[src/rtl/mem_port_arbiter.sv]
// rtl/mem_port_arbiter.sv - shares one single-ported memory between fetch and data requesters
module mem_port_arbiter #(
  parameter int STARVE_LIMIT = 4,
  parameter int CNT_W        = 4
) (
  input  logic        i_clk,
  input  logic        i_rst,
  input  logic        i_if_req,
  input  logic [31:0] i_if_addr,
  input  logic        i_if_flush,
  output logic        o_if_gnt,
  output logic        o_if_rvalid,
  output logic [31:0] o_if_rdata,
  input  logic        i_dm_req,
  input  logic        i_dm_wen,
  input  logic [31:0] i_dm_addr,
  input  logic [31:0] i_dm_wdata,
  input  logic [3:0]  i_dm_mask,
  output logic        o_dm_gnt,
  output logic        o_dm_rvalid,
  output logic [31:0] o_dm_rdata,
  output logic        o_mem_req,
  output logic        o_mem_wen,
  output logic [31:0] o_mem_addr,
  output logic [31:0] o_mem_wdata,
  output logic [3:0]  o_mem_mask,
  input  logic        i_mem_ready,
  input  logic        i_mem_rvalid,
  input  logic [31:0] i_mem_rdata
);

  typedef enum logic [1:0] {IDLE, WAIT_IF, WAIT_DM} state_t;

  localparam logic [CNT_W-1:0] LIMIT = CNT_W'(STARVE_LIMIT);

  state_t           state, state_nxt;
  logic [CNT_W-1:0] cnt, cnt_nxt;
  logic             drop_ff, drop_nxt;
  logic             idle, force_if, dm_win, if_win;

  assign o_if_rdata = i_mem_rdata;
  assign o_dm_rdata = i_mem_rdata;

  // Arbitration only happens in IDLE; reset masks every request and response.
  always_comb begin
    idle     = (state == IDLE) && !i_rst;
    force_if = (cnt >= LIMIT);
    dm_win   = idle && i_dm_req && !(force_if && i_if_req);
    if_win   = idle && !dm_win && i_if_req;
  end

  always_comb begin
    o_mem_req   = dm_win || if_win;
    o_mem_wen   = 1'b0;
    o_mem_addr  = 32'h0;
    o_mem_wdata = 32'h0;
    o_mem_mask  = 4'h0;
    if (dm_win) begin
      o_mem_wen   = i_dm_wen;
      o_mem_addr  = i_dm_addr;
      o_mem_wdata = i_dm_wdata;
      o_mem_mask  = i_dm_mask;
    end else if (if_win) begin
      o_mem_addr  = i_if_addr;
      o_mem_mask  = 4'hF;
    end
    o_if_gnt    = if_win && i_mem_ready;
    o_dm_gnt    = dm_win && i_mem_ready;
    o_if_rvalid = !i_rst && (state == WAIT_IF) && i_mem_rvalid && !drop_ff && !i_if_flush;
    o_dm_rvalid = !i_rst && (state == WAIT_DM) && i_mem_rvalid;
  end

  always_comb begin
    state_nxt = state;
    cnt_nxt   = cnt;
    drop_nxt  = drop_ff;
    case (state)
      IDLE: begin
        if (o_dm_gnt) begin
          state_nxt = WAIT_DM;
          if (i_if_req) cnt_nxt = (cnt >= LIMIT) ? LIMIT : cnt + CNT_W'(1);
        end else if (o_if_gnt) begin
          state_nxt = WAIT_IF;
          cnt_nxt   = '0;
          drop_nxt  = i_if_flush;
        end
      end
      WAIT_IF: begin
        if (i_mem_rvalid) begin
          state_nxt = IDLE;
          drop_nxt  = 1'b0;
        end else if (i_if_flush) begin
          drop_nxt  = 1'b1;
        end
      end
      WAIT_DM: begin
        if (i_mem_rvalid) state_nxt = IDLE;
      end
      default: state_nxt = IDLE;
    endcase
  end

  always_ff @(posedge i_clk) begin
    if (i_rst) begin
      state   <= IDLE;
      cnt     <= '0;
      drop_ff <= 1'b0;
    end else begin
      state   <= state_nxt;
      cnt     <= cnt_nxt;
      drop_ff <= drop_nxt;
    end
  end

endmodule

[config.mk]
export PLATFORM = sky130hd
export DESIGN_NAME = mem_port_arbiter
export DESIGN_NICKNAME = d
export VERILOG_FILES = /design/src/rtl/mem_port_arbiter.sv
export SDC_FILE = /design/constraint.sdc
export NUM_CORES = 1
export LEC_CHECK = 0
export BUFFER_PORTS_ARGS = -buffer_cell sky130_fd_sc_hd__buf_2
export CAP_MARGIN = 20
export CORE_AREA = 2 2 108 110
export CTS_CLUSTER_DIAMETER = 150
export DETAILED_ROUTE_END_ITERATION = 12
export DIE_AREA = 0 0 110 112
export GPL_ROUTABILITY_DRIVEN = 0
export HOLD_SLACK_MARGIN = 0.02
export PLACE_DENSITY = 0.55
export SETUP_SLACK_MARGIN = 0.3
export SLEW_MARGIN = 5
export SYNTH_ARGS = -nofsm -noshare
export SYNTH_HDL_FRONTEND = slang
export SYNTH_SLANG_ARGS = --single-unit
[constraint.sdc]
create_clock -name i_clk -period 1.7 [get_ports i_clk]
set_input_delay 0 -clock i_clk [delete_from_list [all_inputs] [get_ports i_clk]]
set_output_delay 0 -clock i_clk [all_outputs]
set_load 0.005 [all_outputs]
# ---- Word level (Yosys, flattened, before mapping)
# Cells that the tools add are included.
dict set report op_classes {
  eq_ne 8
  add_sub_neg 1
  n_reduce_logical 27
  magnitude_cmp 1
  n_mux 19
}
# operator n
set op_table {}
lappend op_table {{32-bit two-way mux} 3}
lappend op_table {{4-bit two-way mux} 6}
lappend op_table {{1-bit logical AND} 14}
lappend op_table {{2-bit two-way mux} 3}
lappend op_table {{2-bit inequality test, second input constant} 3}
lappend op_table {{3-bit inequality test, second input constant} 2}
lappend op_table {{1-bit logical NOT} 5}
lappend op_table {{1-bit two-way mux} 5}
lappend op_table {{4-bit by 1-bit adder with 4-bit output, second input constant} 1}
lappend op_table {{4-bit by 3-bit >= comparator with 1-bit output, second input constant} 1}
lappend op_table {{2-bit one-hot mux with 2 select lines} 1}
lappend op_table {{4-bit AND reduction} 1}
lappend op_table {{2-bit nonzero test} 2}
lappend op_table {{3-bit AND reduction} 1}
lappend op_table {{2-bit by 1-bit equality test with 1-bit output, second input constant} 1}
lappend op_table {{2-bit equality test, second input constant} 1}
lappend op_table {{2-bit logical NOT} 1}
lappend op_table {{2-bit by 1-bit inequality test with 1-bit output, second input constant} 1}
lappend op_table {{1-bit one-hot mux with 2 select lines} 1}
lappend op_table {{2-bit AND reduction} 1}
lappend op_table {{2-bit OR reduction} 1}
lappend op_table {{1-bit logical OR} 1}
dict set report totals {
  elab_cells 59
  ff_bits 7
  inputBits 140
  out_inout_bits 138
}

# ---- Logic depth before layout (Yosys ltp)
# Gate-level depths: netlist of the first run.
dict set report depth {
  depth_word 11
  ltp_mapped 8
  ltp_nobuf 6
}

# ---- Least setup slack after synthesis of the first run
# No wires, ideal clock.
dict set report synth_timing {
  kind {reg-to-reg}
  from {reg state[0]}
  to {reg cnt[1]}
  setup_slack_ps 162
  setup_ps 116
  t_required_ps 1584
  synth_period_minus_slack_ps 1538
  arrival_time_ps 1422
  path_stages_with_launch 9
  path_buffers 2
  path_cell_list {dfxtp_1 -> inv_1 -> ha_1 -> nor2b_2 -> and3_1 -> buf_6 -> buf_6 -> a32oi_1 -> nor2_1}
}
dict set report synth_via {
  elab_chain_len 10
  word_cells_on_any_way 13
  cone_classes {1 x eq/ne; 1 x mux; 11 x reduce/logical}
}
# element line_no
set synth_rtl {}
lappend synth_rtl {{start: declaration} 36} ;# state_t state, state_nxt;
lappend synth_rtl {{start signal: assignment} 109} ;# state <= state_nxt;
lappend synth_rtl {{2-bit logical NOT (*)} {46, 77}}
lappend synth_rtl {{1-bit logical AND} 46} ;# idle = (state == IDLE) && !i_rst;
lappend synth_rtl {{1-bit logical AND (2 in a row)} 48} ;# dm_win = idle && i_dm_req && !(force_if && i_if_req);
lappend synth_rtl {{1-bit logical NOT} 49} ;# if_win = idle && !dm_win && i_if_req;
lappend synth_rtl {{1-bit logical AND (2 in a row)} 49}
lappend synth_rtl {{1-bit logical AND} 67} ;# o_if_gnt = if_win && i_mem_ready;
lappend synth_rtl {{2-bit nonzero test (no line)} n/a}
lappend synth_rtl {{3-bit AND reduction (no line)} n/a}
lappend synth_rtl {{end signal: assignment} 110} ;# cnt <= cnt_nxt;
lappend synth_rtl {{end: declaration} 37} ;# logic [CNT_W-1:0] cnt, cnt_nxt;
# Every way passes the cells marked *; elsewhere a longest branch is shown, timed or not.
# A chain may end at the register's enable or synchronous reset.

# ---- Worst setup path after layout of the first run
dict set report layout_timing {
  from {reg state[1]}
  to {out o_mem_wdata[9]}
}
dict set report layout_via {
  elab_chain_len 5
}
# element line_no
set layout_rtl {}
lappend layout_rtl {{2-bit logical NOT} 46}
lappend layout_rtl {{1-bit logical AND} 46}
lappend layout_rtl {{1-bit logical AND (2 in a row)} 48}
lappend layout_rtl {{32-bit two-way mux} 58} ;# if (dm_win) begin
lappend layout_rtl {{end: declaration} 25} ;# output logic [31:0] o_mem_wdata,
# No other way between the ends.

==> out/qor.tcl, run 1 <==
set qor(status) {finished clean}
set qor(final.setup.worst_slack_ns) 0.00414
set qor(clock_sinks) 7
set qor(comb_power_share) 0.551
set qor(cts_tree) {built}
set qor(placement.setup.worst_slack_ns) 0.205
set qor(p_sw_frac) 0.292
set qor(cell_int_power_mw) 0.919
set qor(starting_utilization_of_the_core_area) 0.137
set qor(syn_avg_cell_area_um2) 7.77
set qor(final.min_clock_period_ns) 1.70
set qor(finalHoldViolCount) 0
set qor(yosys.cell_types.count) 33
set qor(antenna_violating_nets_post_route) 0
set qor(worst_skew_pair_later_pin_latency_ns) 0.23
set qor(top_usage_layer) {met2}
set qor(h-tree-depth) 1
set qor(worst_hold_path.num_cells) 2
set qor(number_of_pins_exceeding_their_max_slew_limit_in_the_final_report) 0
set qor(p_seq_frac) 0.136
set qor(reg2reg_from) {state[1]$_SDFFE_PP0P_}
set qor(rows) 39
set qor(route.detailed.vias_per_inst) 3.95
set qor(unrepaired_setup_endpoints_after_global_routing) {true}
set qor(worst_hold_startpoint) {i_rst}
set qor(initialDrtViolationCount) 35
set qor(diodes) 0
set qor(synth.top_cells.by_area) {buf_4 (31%), a22o_1 (18%), and2_1 (14%)}
set qor(kind_of_cell_with_the_highest_combined_delay_on_the_critical_path) {simple AND/OR/NAND/NOR gates}
set qor(holdWs_ns) 0.0650
set qor(commonest_non_fill_non_tap_cell_in_the_layout) {buf_2}
set qor(power.density_cell_area_nw_per_um2) 431
set qor(period_share) 0.998
set qor(worst_setup_hold_path_clk_slew_ns) 0.04
set qor(fp.coreArea_um2) 11200
set qor(static-leakage-power_nw) 1.58
set qor(gr-usage-all-layers) 0.0824
set qor(dr_total_vias) 1981
set qor(buffer_ports.inserted) 181
set qor(async_reset_ff_frac) 0
set qor(grt_antenna_before_repair) 0
set qor(drtPass1Iterations) 4
set qor(design.die.area_um2) 12300
set qor(yosysSeqAreaShare) 0.0915
set qor(placedCellCount) 451
set qor(final_core_utilization) 0.269
set qor(cp_num_cells) 8
set qor(drcViolationCount) 0
set qor(cp_data_arrival_time_ns) 1.70
set qor(wirelength_mm) 6.80
set qor(critPathLaunch) {state[1]$_SDFFE_PP0P_}
set qor(synth_enable_flop_cells) 0
set qor(post_synth_instance_area_um2) 1530
set qor(global_route.overflow_total) 0
set qor(worst_clk_skew_ns) 0.00163
set qor(worst_hold_path_type) {in -> reg}
set qor(groute.layer.met3.usage) 0.00878
set qor(timing.critical_path.to_type) {primary output}
set qor(vdd_drop_max_v) 0.000282
set qor(fp.dieW_um) 110
set qor(cpPeakStageDelay_ns) 0.33
set qor(use_met1) 0.0875
set qor(layoutNonFillerInstCount) 501
set qor(worstMarginPinSlew_ns) 0.260
set qor(cts_buffer_depth) 2
set qor(number_of_cells_on_the_worst_reg_to_reg_path) 9
set qor(syn_inst) 197
set qor(layout.cells.most_common_list) {buf_2 (154), a22o_1 (32), dlygate4sd3_1 (32)}
set qor(boundaryPins) 278
set qor(grt_first_pass_wirelength_mm) 8.03
set qor(path_class) {reg -> out}
set qor(synth_top_cell_area_share) 0.314
set qor(grt_util_met2) 0.164
set qor(n_fill_cell) 1183
set qor(critical_path_buffers_and_inverters) 4
set qor(max-cap-violations) 0
set qor(switchingPower_mw) 0.378
set qor(hpwlAfterDp_mm) 4.54
set qor(drive_gt1_frac) 0.679
set qor(critical_path.startpoint_type) {flip-flop}
set qor(max_clock_freq_ghz) 0.590
set qor(ys_ff_latch) 7
set qor(worstPathCellList) {inv_4, ha_4, nor2b_4, and3_4, buf_12, clkbuf_16, and2_4, buf_6}
set qor(cp.required_ns) 1.70
set qor(power.clock.fraction) 0.313
set qor(die_h_um) 112
set qor(largest_net_degree_at_the_start_of_global_routing) 37
set qor(routedWlPerCell_um) 13.6
set qor(slew_headroom) 0.826
set qor(via_count_of_the_first_global_routing_pass) 1721
set qor(setup_viol) 0
set qor(cts_inserted_buffers) 3
set qor(cp_slowest_cell) {dfxtp_2}
set qor(area_delta_synth_final_pct) 96.3
set qor(yosysWarnings) 0
set qor(synthesis.nets) 341
set qor(num-nets-final) 503
set qor(root_buffer) {clkbuf_16}
set qor(synth_top_cell_by_area) {buf_4}
set qor(cp_max_fo) 7
set qor(synth_flop_cell) {dfxtp_1}
==> worst paths after layout <==
path | end | slack, ns
setup reg to reg | cnt[1]$_SDFFE_PP0P_ | 0.06
hold / removal | cnt[2]$_SDFFE_PP0P_ | 0.06
hold reg to reg | cnt[0]$_SDFFE_PP0P_ | 0.48
setup / recovery | o_mem_wdata[9] | 0.004
==> routing by layer <==
layer | wire length [um] | share of wire
met2 | 3810 | 0.56
met3 | 536 | 0.079
met5 | 0 | 0
met1 | 2380 | 0.35
met4 | 70 | 0.010
==> sequential cells by signal, indices dropped and copies added, names as in the netlist <==
register  flops
drop_ff       1
state         2
cnt           4
==> power groups by stage <==
stage               Combinational, mW  Clock, mW  Sequential (mW)
floorplan                       0.329          0            0.178
global placement                0.460          0            0.178
detailed placement              0.466          0            0.178
CTS                             0.597      0.412            0.176
global route                    0.779      0.420            0.177
finish                          0.714      0.405            0.177
==> logic make-up (layout without fill, tap and decap cells) <==
kind of cell / after synthesis / after routing / synth area share
AO/OA/AOI/OAI: 49 / 49 / 0.259
adder cells (fa/ha/maj): 4 / 4 / 0.0327
buffers and inverters: 78 / 239 / 0.380
flip-flops: 7 / 7 / 0.0915
AND/OR/NAND/NOR: 59 / 59 / 0.237
==> cell type report <==
type                    instances  area, um^2  area share
repair buffers                232        1660       0.553
multi-input cells             112         930       0.309
well taps                     143         179      0.0595
flip-flops and latches          7         143      0.0474
clock buffers                   4        78.8      0.0262
inverters                       3        13.8     0.00458
==> repair_timing <==
| action | in CTS | in global routing |
|---|---|---|
| pin swaps | 3 | 25 |
| gates cloned | 1 | 2 |
| setup endpoints to repair | 75 | 77 |
| hold buffers | 32 | 0 |
| buffers inserted | 7 | 4 |
| gates resized for setup | 5 | 60 |
| endpoints found under the hold margin | 64 | 0 |
==> through the flow <==
step	cell area, um^2	TNS [ns]	power (mW)
floorplan	1550	0	0.507
global placement	2150	0	0.638
detailed placement	2150	0	0.644
finish	3010	0	1.30
CTS	2670	0	1.18
global route	3010	-1.38	1.38
==> Yosys cell counts, drive strengths merged (2+ instances only) <==
library cell	count
a21oi	3
a22o	32
and2	34
and3	3
buf	73
clkbuf	2
dfxtp	7
ha	4
inv	3
nand2	5
nor2	6
nor2b	2
nor3b	2
o21a	5
o21ai	3
Note: power is estimated with default switching activity, not from simulation.
==> inputs of run 2 (changes only) <==
--- a/config.mk
+++ b/config.mk
@@ -7,13 +7,14 @@
 export LEC_CHECK = 0
 export BUFFER_PORTS_ARGS = -buffer_cell sky130_fd_sc_hd__buf_2
 export CAP_MARGIN = 20
-export CORE_AREA = 2 2 108 110
+export CORE_AREA = 3 3 106 108
+export CTS_BUF_LIST = sky130_fd_sc_hd__clkbuf_8 sky130_fd_sc_hd__clkbuf_16
 export CTS_CLUSTER_DIAMETER = 150
 export DETAILED_ROUTE_END_ITERATION = 12
-export DIE_AREA = 0 0 110 112
+export DIE_AREA = 0 0 109 111
 export GPL_ROUTABILITY_DRIVEN = 0
 export HOLD_SLACK_MARGIN = 0.02
-export PLACE_DENSITY = 0.55
+export PLACE_DENSITY = 0.57
 export SETUP_SLACK_MARGIN = 0.3
 export SLEW_MARGIN = 5
 export SYNTH_ARGS = -nofsm -noshare
==> out/qor.tcl, run 2 (synthesis gave the netlist of run 1 again) <==
set qor(slew_headroom) 0.807
set qor(number_of_pins_exceeding_their_max_slew_limit_in_the_final_report) 0
set qor(final_total_pwr_mw) 1.08
set qor(area_delta_synth_final_pct) 85.3
set qor(drive_gt1_frac) 0.635
set qor(cp_max_fo) 14
set qor(layout.cells.most_common_list) {buf_2 (174), dlygate4sd3_1 (32), a22o_1 (31)}
set qor(fp.dieW_um) 109
set qor(power.clock.fraction) 0.214
set qor(setup.reg_to_reg.worst_slack_ns) 0.08
set qor(comb_power_share) 0.623
set qor(die_h_um) 111
set qor(worstHoldEndpoint) {cnt[0]$_SDFFE_PP0P_}
set qor(cp.required_ns) 1.70
set qor(starting_utilization_of_the_core_area) 0.148
set qor(timing.critical_path.to_type) {primary output}
set qor(power.density_cell_area_nw_per_um2) 381
set qor(unrepaired_setup_endpoints_after_global_routing) {true}
set qor(worst_clk_skew_ns) 0.00421
set qor(design.die.area_um2) 12100
set qor(cts_tree) {built}
set qor(critPathLaunch) {state[0]$_SDFFE_PP0P_}
set qor(switchingPower_mw) 0.359
set qor(cp_data_arrival_time_ns) 1.70
set qor(rows) 37
set qor(wirelength_mm) 7.57
set qor(drcViolationCount) 0
set qor(root_buffer) {clkbuf_8}
set qor(vdd_drop_max_v) 0.000214
set qor(layoutNonFillerInstCount) 495
set qor(reg.largest.list) {cnt: 4 flops, state: 2 flops, drop_ff: 1 flops}
set qor(worst_setup_hold_path_clk_slew_ns) 0.04
set qor(critical_path.startpoint_type) {flip-flop}
set qor(antenna_violating_nets_post_route) 0
set qor(max-cap-violations) 0
set qor(placedCellCount) 443
set qor(worst_hold_path.num_cells) 2
set qor(final.setup.worst_slack_ns) -0.00461
set qor(reg2reg_end) {cnt[0]$_SDFFE_PP0P_}
set qor(routedWlPerCell_um) 15.3
set qor(worst_hold_path_type) {in -> reg}
set qor(worstMarginPinSlew_ns) 0.289
set qor(dr_total_vias) 2011
set qor(finalHoldViolCount) 0
set qor(violations) {negative setup slack}
set qor(path_class) {reg -> out}
set qor(status) {finished, violations left}
set qor(drtPass1Iterations) 4
set qor(placement.setup.worst_slack_ns) 0.115
set qor(reg2reg_from) {state[1]$_SDFFE_PP0P_}
set qor(cts_buffer_depth) 2
set qor(commonest_non_fill_non_tap_cell_in_the_layout) {buf_2}
set qor(num-nets-final) 504
set qor(route.detailed.vias_per_inst) 4.06
set qor(static-leakage-power_nw) 1.54
set qor(largest_net_degree_at_the_start_of_global_routing) 30
set qor(diodes) 0
set qor(fp.coreArea_um2) 10300
set qor(grt_antenna_before_repair) 0
set qor(largest_register_ff_count) 4
set qor(buffer_ports.inserted) 181
set qor(p_sw_frac) 0.331
set qor(regMostFlops) {cnt}
set qor(final.min_clock_period_ns) 1.70
set qor(clock_sinks) 7
set qor(number_of_cells_on_the_worst_reg_to_reg_path) 7
set qor(worst_skew_pair_later_pin_latency_ns) 0.23
set qor(h-tree-depth) 1
set qor(p_seq_frac) 0.162
set qor(period_share) 1.00
set qor(global_route.overflow_total) 0
set qor(grt_first_pass_wirelength_mm) 10.2
set qor(initialDrtViolationCount) 86
set qor(hpwlAfterDp_mm) 5.15
set qor(n_fill_cell) 1104
set qor(worst_hold_startpoint) {i_rst}
set qor(via_count_of_the_first_global_routing_pass) 1982
set qor(max_clock_freq_ghz) 0.587
set qor(boundaryPins) 278
set qor(gr-usage-all-layers) 0.105
set qor(cell_int_power_mw) 0.724
set qor(cts_inserted_buffers) 3
set qor(setup_viol) 7
-- run 2: cell count changes in the layout (fill, tap and decap cells not counted), sizes merged --
cell	previous run	this run
buf	198	201
clkbuf	6	3
inv	3	4
-- run 2: layout make-up --
class	instances	area (um^2)	share of cell area
inverter	3	11.3	0.00397
sequential	7	143	0.0503
clock inverter	1	3.75	0.00132
timing repair buffer	233	1570	0.554
tap	136	170	0.0600
multi-input combinational	112	896	0.316
clock buffer	3	41.3	0.0146
-- run 2: per-layer routing --
metal  track usage  wire length, um  vias up
met1         0.112             2730      923
met4        0.0126               70        0
li1              -                -      953
met5             0                0        -
met2         0.213             4060      127
met3        0.0198              700        8
-- run 2: how the worst max path moves through the flow --
| stage | end | slack (ns) | cells past startpoint |
|---|---|---|---|
| global placement | state[0]$_SDFFE_PP0P_ | 0.18 | 7 |
| floorplan | state[0]$_SDFFE_PP0P_ | 0.31 | 8 |
| CTS | o_mem_addr[1] | -0.002 | 8 |
| detailed placement | state[0]$_SDFFE_PP0P_ | 0.12 | 7 |
| finish | o_mem_addr[15] | -0.005 | 8 |
| global route | o_mem_wdata[13] | -0.07 | 8 |
-- run 2: worst max-delay path: stages, from the launching register on --
cell	delay [ns]
dfxtp_2	0.33
inv_2	0.05
ha_4	0.15
nor2b_4	0.13
and3_4	0.18
buf_12	0.14
buf_16	0.14
a22o_1	0.23
buf_2	0.12
-- run 2: what timing repair did --
item                                    in CTS  in global routing
hold endpoints to repair                    64                  0
gates resized for setup                     27                 12
pin swaps                                    8                 15
setup buffers                                9                  2
hold buffers                                32                  0
endpoints found under the setup margin      76                 78
gates cloned                                 5                  0
-- run 2: power groups by stage --
stage | registers [mW] | clock network [mW] | logic, mW
6_report | 0.176 | 0.232 | 0.675
5_1_grt | 0.176 | 0.251 | 0.735
4_1_cts | 0.175 | 0.237 | 0.660
3_5_place_dp | 0.178 | 0 | 0.463
3_3_place_gp | 0.178 | 0 | 0.459
2_1_floorplan | 0.178 | 0 | 0.329
-- run 2: through the flow --
step | hold WS [ns] | TNS [ns] | utilization | instance area (um^2)
CTS | 0.0738 | -0.00383 | 0.268 | 2770
detailed placement | 0.0000526 | 0 | 0.203 | 2100
global route | 0.0995 | -2.06 | 0.275 | 2840
finish | 0.0824 | -0.0158 | 0.275 | 2840
floorplan | 0.0691 | 0 | - | 1550
global placement | 0.0000526 | 0 | 0.203 | 2100
